$ cat config.mk
export PLATFORM = sky130hd
export DESIGN_NAME = obstacle_scheduler
export DESIGN_NICKNAME = d
export VERILOG_FILES = /design/src/rtl/obstacle_scheduler.sv
export SDC_FILE = /design/constraint.sdc
export NUM_CORES = 1
export LEC_CHECK = 0
export ABC_AREA = 1
export CAP_MARGIN = 15
export CORE_MARGIN = 1.5
export CORE_UTILIZATION = 48
export CTS_CLUSTER_SIZE = 16
export DETAILED_ROUTE_END_ITERATION = 10
export GPL_ROUTABILITY_DRIVEN = 0
export GPL_TIMING_DRIVEN = 0
export PLACE_DENSITY = 0.71
export REMOVE_ABC_BUFFERS = 1
export SLEW_MARGIN = 10
export SYNTH_ARGS = -nofsm -noshare
export SYNTH_HDL_FRONTEND = slang
export SYNTH_SLANG_ARGS = --single-unit
$ cat constraint.sdc
create_clock -name clk -period 4.4 [get_ports clk]
set_input_delay 0.66 -clock clk [delete_from_list [all_inputs] [get_ports clk]]
set_output_delay 0.66 -clock clk [all_outputs]
set_load 0.02 [all_outputs]
$ cat src/rtl/obstacle_scheduler.sv
// Frame-tick sequencer for a bank of obstacle movers: periodic move pulses, LFSR-placed spawns, difficulty ramp.
// All outputs registered; move pulses and spawn strobes last one clk cycle; enable low parks the FSM in S_IDLE.
module obstacle_scheduler #(
  parameter int NUM_SLOTS    = 4,
  parameter int SLOT_W       = 2,
  parameter int SPAWN_FRAMES = 60,
  parameter int START_DIV    = 4,
  parameter int LEVEL_SPAWNS = 8,
  parameter int X_MAX        = 608
) (
  input  logic                 clk,
  input  logic                 reset,
  input  logic                 enable,
  input  logic                 clear,
  input  logic                 frame_tick,
  input  logic [NUM_SLOTS-1:0] obstacle_done,
  output logic [NUM_SLOTS-1:0] obstacle_trigger,
  output logic                 spawn_valid,
  output logic [SLOT_W-1:0]    spawn_slot,
  output logic [9:0]           spawn_x,
  output logic [NUM_SLOTS-1:0] active,
  output logic [3:0]           level
);
  localparam int SC_W = $clog2(SPAWN_FRAMES + 1);
  localparam int ST_W = $clog2(LEVEL_SPAWNS + 1);
  localparam logic [SC_W-1:0] SC_LAST  = SC_W'(SPAWN_FRAMES - 1);
  localparam logic [ST_W-1:0] ST_LAST  = ST_W'(LEVEL_SPAWNS - 1);
  localparam logic [9:0]      X_LIM    = 10'(X_MAX);
  localparam logic [9:0]      X_WRAP   = 10'(X_MAX + 1);
  localparam logic [3:0]      DIV_INIT = 4'(START_DIV);

  typedef enum logic [1:0] {S_IDLE, S_COUNT, S_MOVE, S_SPAWN} state_t;

  state_t                r_state, w_state;
  logic [9:0]            r_lfsr, w_lfsr, w_lfsr_r;
  logic [NUM_SLOTS-1:0]  r_trig, w_trig;
  logic                  r_spawn_vld, w_spawn_vld;
  logic [SLOT_W-1:0]     r_spawn_slot, w_spawn_slot, w_free_slot;
  logic [9:0]            r_spawn_x, w_spawn_x;
  logic [NUM_SLOTS-1:0]  r_active, w_active, w_free, w_onehot;
  logic [3:0]            r_level, w_level;
  logic [3:0]            r_move_cnt, w_move_cnt;
  logic [3:0]            r_cur_div, w_cur_div;
  logic [SC_W-1:0]       r_spawn_cnt, w_spawn_cnt;
  logic [ST_W-1:0]       r_total, w_total;
  logic                  r_pending, w_pending;

  always_comb begin
    w_lfsr   = {r_lfsr[8:0], r_lfsr[9] ^ r_lfsr[6]};
    w_lfsr_r = (r_lfsr <= X_LIM) ? r_lfsr : r_lfsr - X_WRAP;
    w_free   = ~r_active;
    w_free_slot = '0;
    for (int i = NUM_SLOTS - 1; i >= 0; i--) begin
      if (w_free[i]) w_free_slot = SLOT_W'(i);
    end
  end

  always_comb begin
    w_state      = r_state;
    w_trig       = '0;
    w_spawn_vld  = 1'b0;
    w_spawn_slot = r_spawn_slot;
    w_spawn_x    = r_spawn_x;
    w_onehot     = '0;
    w_level      = r_level;
    w_move_cnt   = r_move_cnt;
    w_cur_div    = r_cur_div;
    w_spawn_cnt  = r_spawn_cnt;
    w_total      = r_total;
    w_pending    = r_pending;
    case (r_state)
      S_IDLE: begin
        if (enable) w_state = S_COUNT;
      end
      S_COUNT: begin
        if (!enable) begin
          w_state = S_IDLE;
        end else if (frame_tick) begin
          w_spawn_cnt = (r_spawn_cnt == SC_LAST) ? r_spawn_cnt : r_spawn_cnt + 1'b1;
          w_pending   = (w_spawn_cnt == SC_LAST);
          // >= catches a count left above a period that a level-up just shortened
          if (r_move_cnt >= r_cur_div - 4'd1) begin
            w_move_cnt = '0;
            w_state    = S_MOVE;
          end else begin
            w_move_cnt = r_move_cnt + 4'd1;
            w_state    = w_pending ? S_SPAWN : S_COUNT;
          end
        end
      end
      S_MOVE: begin
        w_trig  = r_active;
        w_state = !enable ? S_IDLE : (r_pending ? S_SPAWN : S_COUNT);
      end
      S_SPAWN: begin
        if (|w_free) begin
          w_spawn_vld  = 1'b1;
          w_spawn_slot = w_free_slot;
          w_spawn_x    = {w_lfsr_r[9:2], 2'b00};
          w_onehot     = NUM_SLOTS'(1) << w_free_slot;
          w_spawn_cnt  = '0;
          if (r_total == ST_LAST) begin
            w_total   = '0;
            w_level   = (r_level == 4'd15) ? r_level : r_level + 4'd1;
            w_cur_div = (r_cur_div > 4'd1) ? r_cur_div - 4'd1 : r_cur_div;
          end else begin
            w_total = r_total + 1'b1;
          end
        end
        w_state = enable ? S_COUNT : S_IDLE;
      end
      default: w_state = S_IDLE;
    endcase
    w_active = (r_active & ~obstacle_done) | w_onehot;
  end

  always_ff @(posedge clk or negedge reset) begin
    if (!reset) begin
      r_lfsr       <= 10'h001;
      r_state      <= S_IDLE;
      r_trig       <= '0;
      r_spawn_vld  <= 1'b0;
      r_spawn_slot <= '0;
      r_spawn_x    <= '0;
      r_active     <= '0;
      r_level      <= '0;
      r_move_cnt   <= '0;
      r_cur_div    <= DIV_INIT;
      r_spawn_cnt  <= '0;
      r_total      <= '0;
      r_pending    <= 1'b0;
    end else begin
      r_lfsr <= w_lfsr;
      if (clear) begin
        r_state      <= S_IDLE;
        r_trig       <= '0;
        r_spawn_vld  <= 1'b0;
        r_spawn_slot <= '0;
        r_spawn_x    <= '0;
        r_active     <= '0;
        r_level      <= '0;
        r_move_cnt   <= '0;
        r_cur_div    <= DIV_INIT;
        r_spawn_cnt  <= '0;
        r_total      <= '0;
        r_pending    <= 1'b0;
      end else begin
        r_state      <= w_state;
        r_trig       <= w_trig;
        r_spawn_vld  <= w_spawn_vld;
        r_spawn_slot <= w_spawn_slot;
        r_spawn_x    <= w_spawn_x;
        r_active     <= w_active;
        r_level      <= w_level;
        r_move_cnt   <= w_move_cnt;
        r_cur_div    <= w_cur_div;
        r_spawn_cnt  <= w_spawn_cnt;
        r_total      <= w_total;
        r_pending    <= w_pending;
      end
    end
  end

  assign obstacle_trigger = r_trig;
  assign spawn_valid      = r_spawn_vld;
  assign spawn_slot       = r_spawn_slot;
  assign spawn_x          = r_spawn_x;
  assign active           = r_active;
  assign level            = r_level;
endmodule
== Yosys cells after proc, flatten, opt, wreduce, memory -nomap -nowiden ==
Cells that the tools add are included.

* Register bits: 56
* Bits of input ports: 9
* Logic and storage cells: 115

* Add/subtract/negate cells: 6
* $lt $le $gt $ge: 3
* Equality and inequality tests: 13
* Shifts and indexed selects: 1
* Mux-type cells: 58
* Bitwise gates (word level): 5
* Reductions and logical operators: 16

{| class="wikitable"
|+ Operators by type and width
! cell !! number
|-
| two-way mux 4 bit || 24
|-
| two-way mux 10 bit || 4
|-
| two-way mux 2 bit || 15
|-
| two-way mux 6 bit || 5
|-
| nonzero test 2 bit || 7
|-
| adder 4 x 1 -> 4 bit, second input constant || 3
|-
| equality test 6 bit, second input constant || 2
|-
| != test 3 bit, second input constant || 4
|-
| case mux 6 bit (2 select lines) || 1
|-
| AND reduction 4 bit || 3
|-
| <= comparator 10 bit, second input constant || 1
|-
| subtractor 10 bit, second input constant || 1
|-
| two-way mux 1 bit || 8
|-
| inverter 4 bit || 2
|-
| case mux 2 bit (4 select lines) || 1
|-
| adder 6 x 1 -> 6 bit, second input constant || 1
|-
| bitwise AND 4 bit || 1
|-
| equality test 2 bit, second input constant || 2
|-
| equality test 4 x 3 -> 1 bit, second input constant || 1
|-
| equality test 4 bit, second input constant || 1
|-
| greater-or-equal comparator 4 bit || 1
|-
| greater-than comparator 4 x 1 -> 1 bit, second input constant || 1
|-
| != test 4 bit, second input constant || 1
|-
| OR 4 bit || 1
|-
| other kinds (10) || 11
|}

== Longest topological paths before layout ==
Gate-level depths: netlist (run 1).

* Depth in word-level cells: 10
* Mapped depth: 11

== Least setup slack after synthesis (run 1) ==
No wires, ideal clock.

* Path kind: reg2reg
* From: register r_cur_div[2]
* To: register r_state[1]
* Library setup time: 0.126 ns
* Data arrival time: 1.544 ns
* Data required time: 4.274 ns
* Setup slack: 2.729 ns
* Stages on the path, launching flop included: 10
* Buffers on the path: 0
* Clock period less this slack: 1.671 ns
* Cell sequence: dfstp_2 > nor3_1 > xnor2_1 > ha_1 > a21oi_1 > nand3_1 > inv_1 > nand2_1 > nand2_1 > a21oi_2

* Cells in the longest elaborated chain, start to end: 7

{| class="wikitable"
|+ RTL lines
! element !! RTL line !! source
|-
| from (decl) || 43 || <nowiki>logic [3:0] r_cur_div, w_cur_div;</nowiki>
|-
| from (signal assigned) || 156 || <nowiki>r_cur_div <= w_cur_div;</nowiki>
|-
| subtractor 4 x 1 -> 4 bit || 82 || <nowiki>if (r_move_cnt >= r_cur_div - 4'd1) begin</nowiki>
|-
| greater-or-equal comparator 4 bit || 82 ||
|-
| two-way mux 2 bit || 82 ||
|-
| two-way mux 2 bit || 78 || <nowiki>end else if (frame_tick) begin</nowiki>
|-
| two-way mux 2 bit || 76 || <nowiki>if (!enable) begin</nowiki>
|-
| case mux 2 bit (4 select lines) || 71 || <nowiki>case (r_state)</nowiki>
|-
| two-way mux 2 bit || 134 || <nowiki>if (clear) begin</nowiki>
|-
| to (signal assigned) || 148 || <nowiki>r_state <= w_state;</nowiki>
|-
| to (decl) || 34 || <nowiki>state_t r_state, w_state;</nowiki>
|}

No other way between the ends. The select of a mux whose other input is x is not followed.
A chain may end at the register's enable or synchronous reset.

== Worst setup path after layout (run 1) ==
* From: input port clear
* To: register r_cur_div[1]

* Cells in the longest elaborated chain, start to end: 2
* Elaborated cells on any way between the ends: 6
* Classes of those cells: 1 x mux; 5 x reduce/logical

{| class="wikitable"
|+ RTL lines
! element !! RTL line !! source
|-
| from (decl) || 14 || <nowiki>input logic clear,</nowiki>
|-
| nonzero test 2 bit (no source line) || n/a ||
|-
| AND reduction 4 bit (no source line) || n/a ||
|}

Parallel ways exist; a longest one is shown, timed or not.

==> run summary, run 1 <==
CTS tree - built
Final-report hold violation count - 0
DR vias/cell - 5.010
Non-Filler Instances - 419
CTS resizes - 0
Vias in the first global route - 1917
Die width - 77.85 µm
Worst R2R Path Depth - 10
FF-to-FF Start - r_cur_div[0]$_DFFE_PN0P_
Nets - 365
Fill count - 491
Worst hold path type - input port to asynchronous set/reset pin
Synthesis-to-finish area growth - 18.80%
Synthesis-stage register bit count - 54
Register area share after synthesis - 50.35%
Gr usage total - 18.09%
Vias - 2099
PortBufs - 31
Setup Viol. Count Final - 0
Critical Path Fanout Max - 13
Initial drt markers - 73
Largest register FFs - 10
Synth cell types - 37
Reg-to-reg slack, setup - 2540 ps
Dominant synthesized flop cell - dfrtp_1
Largest net degree at the start of global routing - 29
Status - completed
CTS Buf Count - 5
Post-synth EDFFs - 0
Startpoint types - input port
Clk Latency, worst-skew pair - 310 ps
Post-detail-place hpwl - 3.812 mm
GRT Residual Overflow - 0
Total die area - 6060 µm²
H-tree Lvls - 2
Clock skew - 9.799 ps
I/O Pins - 34
Syn avg cell area - 8.646 µm²
Placed Cells - 411
Row cnt - 27
ANT nets after route - 0
Post-CTS Setup Repair Bufs - 0
Max_cap viols - 0
Fin. max-slew vios - 0
PwrDens - 320.6 nW/µm²
Mapped Cells - 311
Routed WL per cell - 11.84 µm
Critical path endpoint category - register
Synth Warn # - 0
FF-to-FF End - r_move_cnt[3]$_DFFE_PN0P_
First-pass GRT wire length - 8.707 mm
Setup CP Type - input port to register
Share of cells above drive strength 1 - 10.37%
Initial antenna violation count - 0
Maximum clock rate - 413.3 MHz
Setup_tns - 0 ps
Clock sink total - 54
Root Driver - clkbuf_8
RSZ-0062 raised after global routing - false
Core area - 5439 µm²
Ys async rst share - 100.0%
Residual DRC count - 0
Worst slew pin tran - 617.1 ps
VDD IR max - 0.0002118 V
DRT Pass-1 Iters - 4
CP required - 4620 ps
Number of diodes - 0
Die Ht - 77.85 µm
Maximum root-to-sink buffer count - 2
Reg clk slew, reported paths - 100 ps
Detailed Route WL - 4.961 mm
# hold bufs at CTS - 0
Leakage - 0.001501 µW
Min Tclk post-route - 2419 ps
Slew HR - 58.73%
Starting density of the core - 49.44%
Crit path DAT - 2640 ps
Final Cycle Share - 54.99%
Mapped cell area - 2689 µm²
Largest Register - r_lfsr
layout by cell type, fill, tap and decap left out, types with 2 or more instances in the layout:
cell type and n:
clkbuf_8 5, nand2_1 70, a21oi_1 6, nand2_2 5, a211oi_1 2, nor2_4 2
dfrtp_1 52, a32o_1 2, nor2_1 26, conb_1 2, inv_2 4, nor3_1 6
inv_1 39, ha_1 10, clkdlybuf4s50_1 30, o21bai_1 3, nand3_1 22, nand3_2 2
nor2_2 5, xnor2_1 3, a31oi_1 2, o21ai_1 6, dfstp_2 2, o21ai_2 2
o31ai_1 3, o22ai_1 3, xor2_1 3, o21ai_0 15, a22o_1 2
layout make-up:
cell class	instances	area, µm²	share of cell area (%)
Sequential cell	54	1354	42.38
Multi-Input combinational cell	210	1147	35.92
Timing Repair Buffer	32	325.3	10.18
Inverter	43	161.4	5.053
Tap cell	72	90.09	2.820
Clock buffer	5	68.82	2.154
Clock inverter	3	47.55	1.488
logic make-up (layout without fill, tap and decap cells):
family	count (synthesis)	after routing	synth area share [%]
simple gates	142	142	23.73
flops	54	54	50.35
compound gates	50	50	12.05
buf+inv	48	83	7.119
fa+ha+maj	10	10	4.653
xor+xnor	6	6	1.955
other cells	1	2	0.1395
cells in the mapped netlist (all sizes together), types with 2 or more instances:
cell type  instances  share of area (%)
a211oi             2               0.56
a21oi              8                2.0
a22o               2               0.65
a31oi              2               0.47
a32o               2               0.74
buf                5                1.1
dfrtp             52                 48
dfstp              2                2.0
ha                10                4.7
inv               43                6.0
nand2             75                 11
nand3             24                4.8
nor2              33                5.6
nor3               6                1.1
o21ai             23                4.6
o21bai             3               0.84
o22ai              3               0.70
o31ai              3               0.84
xnor2              3               0.98
xor2               3               0.98
per-stage QoR:
| stage | setup slack, ps | hold slack (ps) | instance area [µm²] | power (µW) | util [%] |
|---|---|---|---|---|---|
| floorplan | 2730 | 353.7 | 2663 | 648.4 | - |
| global placement | 1018 | 358.4 | 3063 | 689.3 | 56.31 |
| detailed placement | 1661 | 372.9 | 3078 | 697.5 | 56.59 |
| CTS | 1978 | 372.5 | 3194 | 1042 | 58.73 |
| global route | 1841 | 386.4 | 3194 | 1088 | 58.73 |
| finish | 1981 | 349.3 | 3194 | 1024 | 58.73 |
worst max path at each step:
stage | endpoint | depth (start not counted) | startpoint
floorplan | r_state[1]$_DFFE_PN0P_ | 9 | r_cur_div[2]$_DFFE_PN1P_
global placement | r_cur_div[3]$_DFFE_PN0P_ | 1 | reset
detailed placement | r_cur_div[1]$_DFFE_PN0P_ | 7 | clear
CTS | r_cur_div[1]$_DFFE_PN0P_ | 7 | clear
global route | r_cur_div[1]$_DFFE_PN0P_ | 7 | clear
finish | r_cur_div[1]$_DFFE_PN0P_ | 7 | clear
report_power, final:
group	switching, µW	internal, µW
registers	16.8	516
logic	90.7	61.9
clock network	166	173
metal layers:
layer	up-vias	share of wire [%]	global-route usage [%]
met1	969	49	24.85
li1	1080	-	-
met4	0	0.93	4.909
met5	-	0	0
met2	43	47	29.13
met3	7	3.3	3.529
critical path: stages:
cell             delay, ps
clkdlybuf4s50_1        860
inv_1                  360
o21ai_0                270
nand3_2                160
inv_2                  110
nand2_2                 80
o22ai_1                140
No activity file was read; power rests on OpenSTA's default activity.
==> run 2, diff against run 1 <==
PLACE_DENSITY = 0.73   (was 0.71)
clock period = 2 ns   (was 4.4 ns; I/O delays follow)
==> run summary, run 2 (synthesis gave the netlist of run 1 again) <==
Status - finished, violations left
Failing checks - negative hold slack
Crit path DAT - 2020 ps (-620 ps)
Reg-to-reg slack, setup - 160 ps (-2380 ps)
Non-Filler Instances - 421 (+0.48%)
Min Tclk post-route - 1837 ps
Critical Path Fanout Max - 5 (-8)
H-tree Lvls - 2 (unchanged)
Tot Pwr - 2175 µW (+110%)
CTS tree - built
Sequential cell area - 1354 µm² (unchanged)
Nets - 367 (+0.55%)
FF-to-FF End - r_move_cnt[2]$_DFFE_PN0P_
Maximum clock rate - 544.4 MHz
Vias in the first global route - 2017 (+5.2%)
Worst hold path type - input port to asynchronous set/reset pin
Largest net degree at the start of global routing - 29 (unchanged)
Final-report hold violation count - 5 (+5)
Starting density of the core - 49.44% (unchanged)
Row cnt - 27 (unchanged)
Startpoint types - register
Fin. max-slew vios - 0 (unchanged)
Worst R2R Path Depth - 10 (unchanged)
Largest Register - r_lfsr
Maximum root-to-sink buffer count - 2 (unchanged)
ANT nets after route - 0 (unchanged)
Number of diodes - 0 (unchanged)
Post-detail-place hpwl - 3.879 mm (+1.7%)
Clk Latency, worst-skew pair - 300 ps (about the same)
Core area - 5439 µm² (unchanged)
Slowest Stage Delay on Critical Path - 430 ps (-430 ps)
Residual DRC count - 0 (unchanged)
Setup Viol. Count Final - 0 (unchanged)
Final Cycle Share - 91.85%
DR vias/cell - 5.147 (+2.7%)
Share of cells above drive strength 1 - 11.46% (+1.1 points)
Root Driver - clkbuf_8
# hold bufs at CTS - 0 (unchanged)
I/O Pins - 34 (unchanged)
Leakage - 0.001505 µW (+0.29%)
FF-to-FF Start - r_cur_div[0]$_DFFE_PN0P_
Fill count - 483 (-1.6%)
Synthesis-to-finish area growth - 18.61%
Routed WL per cell - 12.28 µm (+3.7%)
PortBufs - 31 (unchanged)
Max_cap viols - 0 (unchanged)
Clock skew - 11.98 ps (+2.182 ps)
Placed Cells - 411 (unchanged)
Commonest non-fill, non-tap cell in the layout - nand2_1
Initial antenna violation count - 0 (unchanged)
Largest register FFs - 10 (unchanged)
Die Ht - 77.85 µm (unchanged)
Detailed Route WL - 5.169 mm (+4.2%)
Critical path endpoint category - register
VDD IR max - 0.0005377 V (+150%)
Die width - 77.85 µm (unchanged)
DRT Pass-1 Iters - 4 (unchanged)
Final core utilization - 58.64% (-0.092 points)
Setup CP Type - register to register
First-pass GRT wire length - 9.108 mm (+4.6%)
PwrDens - 681.9 nW/µm² (+110%)
CP required - 2190 ps (-2430 ps)
Vias - 2167 (+3.2%)
Reg clk slew, reported paths - 90 ps (about the same)
CTS Buf Count - 5 (unchanged)
GRT Residual Overflow - 0 (unchanged)
Slew HR - 58.22% (-0.51 points)
Total die area - 6060 µm² (unchanged)
Gr usage total - 18.93% (+0.84 points)
Worst hold slack - -4.816 ps (-354.1 ps)
Crit path cell chain - inv_1 > ha_1 > ha_1 > inv_1 > o21bai_1 > nand3_1 > nand3_1 > inv_2 > nand2_1 > o21ai_1
Most frequent cells in the layout - 70 x nand2_1, 52 x dfrtp_1, 38 x inv_1
CP max-delay cell - dfrtp_1
Worst slew pin tran - 626.7 ps (+9.621 ps)
Initial drt markers - 122 (+67%)
Multi-input gate area - 1159 µm² (+0.98%)
Clock sink total - 54 (unchanged)
==> run 2: power breakdown <==
part,switching (µW),internal [µW]
Clock,350,248
Combinational,225,180
Sequential,35.8,1140
Total,611,1560
==> run 2: cell type report <==
class | instances | share of cell area [%]
Clock buffer | 6 | 2.275
Sequential cell | 54 | 42.45
Clock inverter | 2 | 0.4315
Multi-Input combinational cell | 210 | 36.33
Inverter | 43 | 5.061
Timing Repair Buffer | 34 | 10.63
Tap cell | 72 | 2.825
==> run 2: worst max-delay path by stage <==
| stage | startpoint | to | slack, ps | cells past startpoint |
|---|---|---|---|---|
| after floorplan | r_cur_div[2]$_DFFE_PN1P_ | r_state[1]$_DFFE_PN0P_ | 330 | 9 |
| after global placement | reset | r_cur_div[0]$_DFFE_PN0P_ | -1010 | 1 |
| after detailed placement | clear | r_cur_div[2]$_DFFE_PN1P_ | -430 | 7 |
| after CTS | r_cur_div[2]$_DFFE_PN1P_ | r_move_cnt[0]$_DFFE_PN0P_ | 80 | 8 |
| after global routing | r_cur_div[2]$_DFFE_PN1P_ | r_move_cnt[2]$_DFFE_PN0P_ | -10 | 8 |
| final | r_cur_div[0]$_DFFE_PN0P_ | r_move_cnt[2]$_DFFE_PN0P_ | 160 | 10 |
==> run 2: routing by layer <==
metal	track usage (%)	routed length, µm
met5	0	0
met4	5.455	44
met3	3.529	176
met2	31.39	2454
met1	25.19	2493
==> run 2: timing repair <==
action | 4_1_cts | 5_1_grt
setup endpoints to repair | 6 | 4
resized for setup | 1 | 3
pin swaps | 0 | 3
setup buffers | 0 | 2
==> run 2: stage by stage <==
step | cell area (µm²) | setup TNS [ps] | setup slack (ps)
final | 3189 | 0 | 163.0
after global routing | 3189 | -12.44 | -10.50
after CTS | 3163 | 0 | 75.51
after detailed placement | 3078 | -7333 | -434.6
after global placement | 3063 | -59170 | -1015
after floorplan | 2663 | 0 | 329.5
==> run 2: worst max-delay path, delay by kind of cell, from the launching register on <==
kind,cells,cell delay [ps]
adders and majority gates,2,610
DFF,1,430
and+or+nand+nor,3,330
buffers and inverters,3,180
AOI/OAI and AO/OA,2,180
==> run 3, diff against run 2 <==
PLACE_DENSITY = default   (was 0.73)
PLACE_DENSITY_LB_ADDON = 0.08   (was default)
==> run summary, run 3 (synthesis gave the netlist of run 1 again) <==
DR vias/cell - 5.057 (-1.8%)
Startpoint types - register
Post-detail-place hpwl - 3.918 mm (+1.0%)
PwrDens - 687.0 nW/µm² (+0.76%)
Share of cells above drive strength 1 - 11.97% (+0.50 points)
Number of diodes - 0 (unchanged)
Clock Power Share - 29.0% (+1.5 points)
Maximum clock rate - 543.1 MHz (-0.23%)
Fin. max-slew vios - 0 (unchanged)
Worst hold slack - 388.0 ps (+392.8 ps)
Commonest non-fill, non-tap cell in the layout - nand2_1
Die width - 77.85 µm (unchanged)
Final-report hold violation count - 0 (-5)
First-pass GRT wire length - 9.211 mm (+1.1%)
Slew HR - 58.43% (+0.21 points)
Cell family with most CP delay - flip-flops
Core area - 5439 µm² (unchanged)
Largest net degree at the start of global routing - 33 (+14%)
M2 GR Usage - 29.83% (-1.6 points)
Die Ht - 77.85 µm (unchanged)
DRT Pass-1 Iters - 4 (unchanged)
Setup ws final - 158.7 ps (-4.246 ps)
CP required - 2240 ps (+50 ps)
Slowest Stage Delay on Critical Path - 580 ps (+150 ps)
Worst slew pin tran - 623.5 ps (-3.180 ps)
DP Worst Slack - -406.0 ps (+28.61 ps)
Starting density of the core - 49.44% (unchanged)
Leakage - 0.001505 µW (about the same)
Crit path buffers/inverters - 1 (-2)
Max_cap viols - 0 (unchanged)
Critical Path Fanout Max - 4 (-1)
Final Cycle Share - 92.06% (+0.21 points)
Total die area - 6060 µm² (unchanged)
Placed Cells - 411 (unchanged)
Setup CP Type - register to register
Grt met3 use - 3.882% (+0.35 points)
Largest register FFs - 10 (unchanged)
Row cnt - 27 (unchanged)
H-tree Lvls - 2 (unchanged)
Internal - 1563 µW (about the same)
Switching Power - 638.1 µW (+4.4%)
Reg clk slew, reported paths - 110 ps (+20 ps)
Crit path DAT - 2080 ps (+60 ps)
Min Tclk post-route - 1841 ps (+4.246 ps)
Vias in the first global route - 2026 (+0.45%)
Initial drt markers - 166 (+36%)
Clock skew - 9.144 ps (-2.838 ps)
Crit path cell chain - nor3_1 > xnor2_1 > ha_1 > a21oi_1 > nand3_1 > inv_2 > nand2_1 > o21ai_1
Sw frac - 28.98% (+0.88 points)
Fill count - 492 (+1.9%)
Gate power share - 17.6% (-1.1 points)
Largest Register - r_lfsr
Maximum root-to-sink buffer count - 2 (unchanged)
PortBufs - 31 (unchanged)
Synthesis-to-finish area growth - 19.17%
Detailed Route WL - 5.243 mm (+1.4%)
VDD IR max - 0.0003189 V (-41%)
CTS Buf Count - 5 (unchanged)
Met1 Usage GRT - 27.09% (+1.9 points)
Setup Viol. Count Final - 0 (unchanged)
Nets - 369 (+0.54%)
I/O Pins - 34 (unchanged)
Status - completed
Gr usage total - 19.20% (+0.27 points)
Cell area after layout - 3204 µm² (+0.47%)
Non-Filler Instances - 423 (+0.48%)
Setup_tns - 0 ps (unchanged)
Root Driver - clkbuf_8
ANT nets after route - 0 (unchanged)
RSZ-0062 raised after global routing - false
CP max-delay cell - dfstp_2
Initial antenna violation count - 0 (unchanged)
Clk Latency, worst-skew pair - 310 ps (about the same)
Most frequent cells in the layout - 70 x nand2_1, 51 x dfrtp_1, 37 x inv_1
Residual DRC count - 0 (unchanged)
Worst hold path type - register to register
Most used routing layer - met2
CTS tree - built
Area post-placement - 3078 µm² (unchanged)
Clock sink total - 54 (unchanged)
Routed WL per cell - 12.39 µm (+0.95%)
Critical path endpoint category - register
Reg power frac - 53.3% (-0.5 points)
GRT Residual Overflow - 0 (unchanged)
Vias - 2139 (-1.3%)
[run 3: cell type report]
| class | instances | area [µm²] | area share [%] |
|---|---|---|---|
| clock buffer | 5 | 68.82 | 2.148 |
| clock inverter | 3 | 25.02 | 0.7809 |
| inverter | 43 | 161.4 | 5.037 |
| multi-input combinational | 210 | 1147 | 35.81 |
| sequential | 54 | 1355 | 42.29 |
| tap | 72 | 90.09 | 2.811 |
| timing repair buffer | 36 | 356.6 | 11.13 |
[run 3: worst paths after layout]
check / endpoint / slack [ps] / from / cells past startpoint
worst max-delay path: r_move_cnt[0]$_DFFE_PN0P_ / 160 / r_cur_div[2]$_DFFE_PN1P_ / 8
worst min-delay path: r_lfsr[5]$_DFF_PN0_ / 390 / r_lfsr[4]$_DFF_PN0_ / 0
worst max register to register: r_move_cnt[0]$_DFFE_PN0P_ / 160 / r_cur_div[2]$_DFFE_PN1P_ / 8
worst min register to register: r_lfsr[5]$_DFF_PN0_ / 390 / r_lfsr[4]$_DFF_PN0_ / 0
max in group asynchronous: r_cur_div[2]$_DFFE_PN1P_ / 890 / reset / 3
min in group asynchronous: r_lfsr[4]$_DFF_PN0_ / 480 / reset / 2
[run 3: through the flow]
stage / util, % / power, µW
floorplan: - / 1427
global placement: 56.31 / 1518
detailed placement: 56.59 / 1532
CTS: 58.48 / 2176
global route: 58.91 / 2331
finish: 58.91 / 2201
[run 3: per-layer routing]
layer	vias up	part of all wire, %	wire [µm]
li1	1090	-	-
met4	0	1.1	58
met3	6	2.6	136
met2	31	46	2390
met5	-	0	0
met1	1012	51	2657
[run 3: power groups by stage]
| stage | logic [µW] | clock network, µW | registers [µW] |
|---|---|---|---|
| floorplan | 239 | 0 | 1190 |
| global placement | 325 | 0 | 1190 |
| detailed placement | 338 | 0 | 1190 |
| CTS | 342 | 661 | 1170 |
| global route | 448 | 702 | 1180 |
| finish | 388 | 639 | 1170 |
[run 3: what timing repair did]
item | in CTS | in global routing
buffers inserted | 0 | 3
hold endpoints to repair | 21 | 0
endpoints found under the setup margin | 3 | 5
hold buffers | 1 | 0
gates cloned | 0 | 0
pin swaps | 0 | 2
resized for setup | 1 | 3
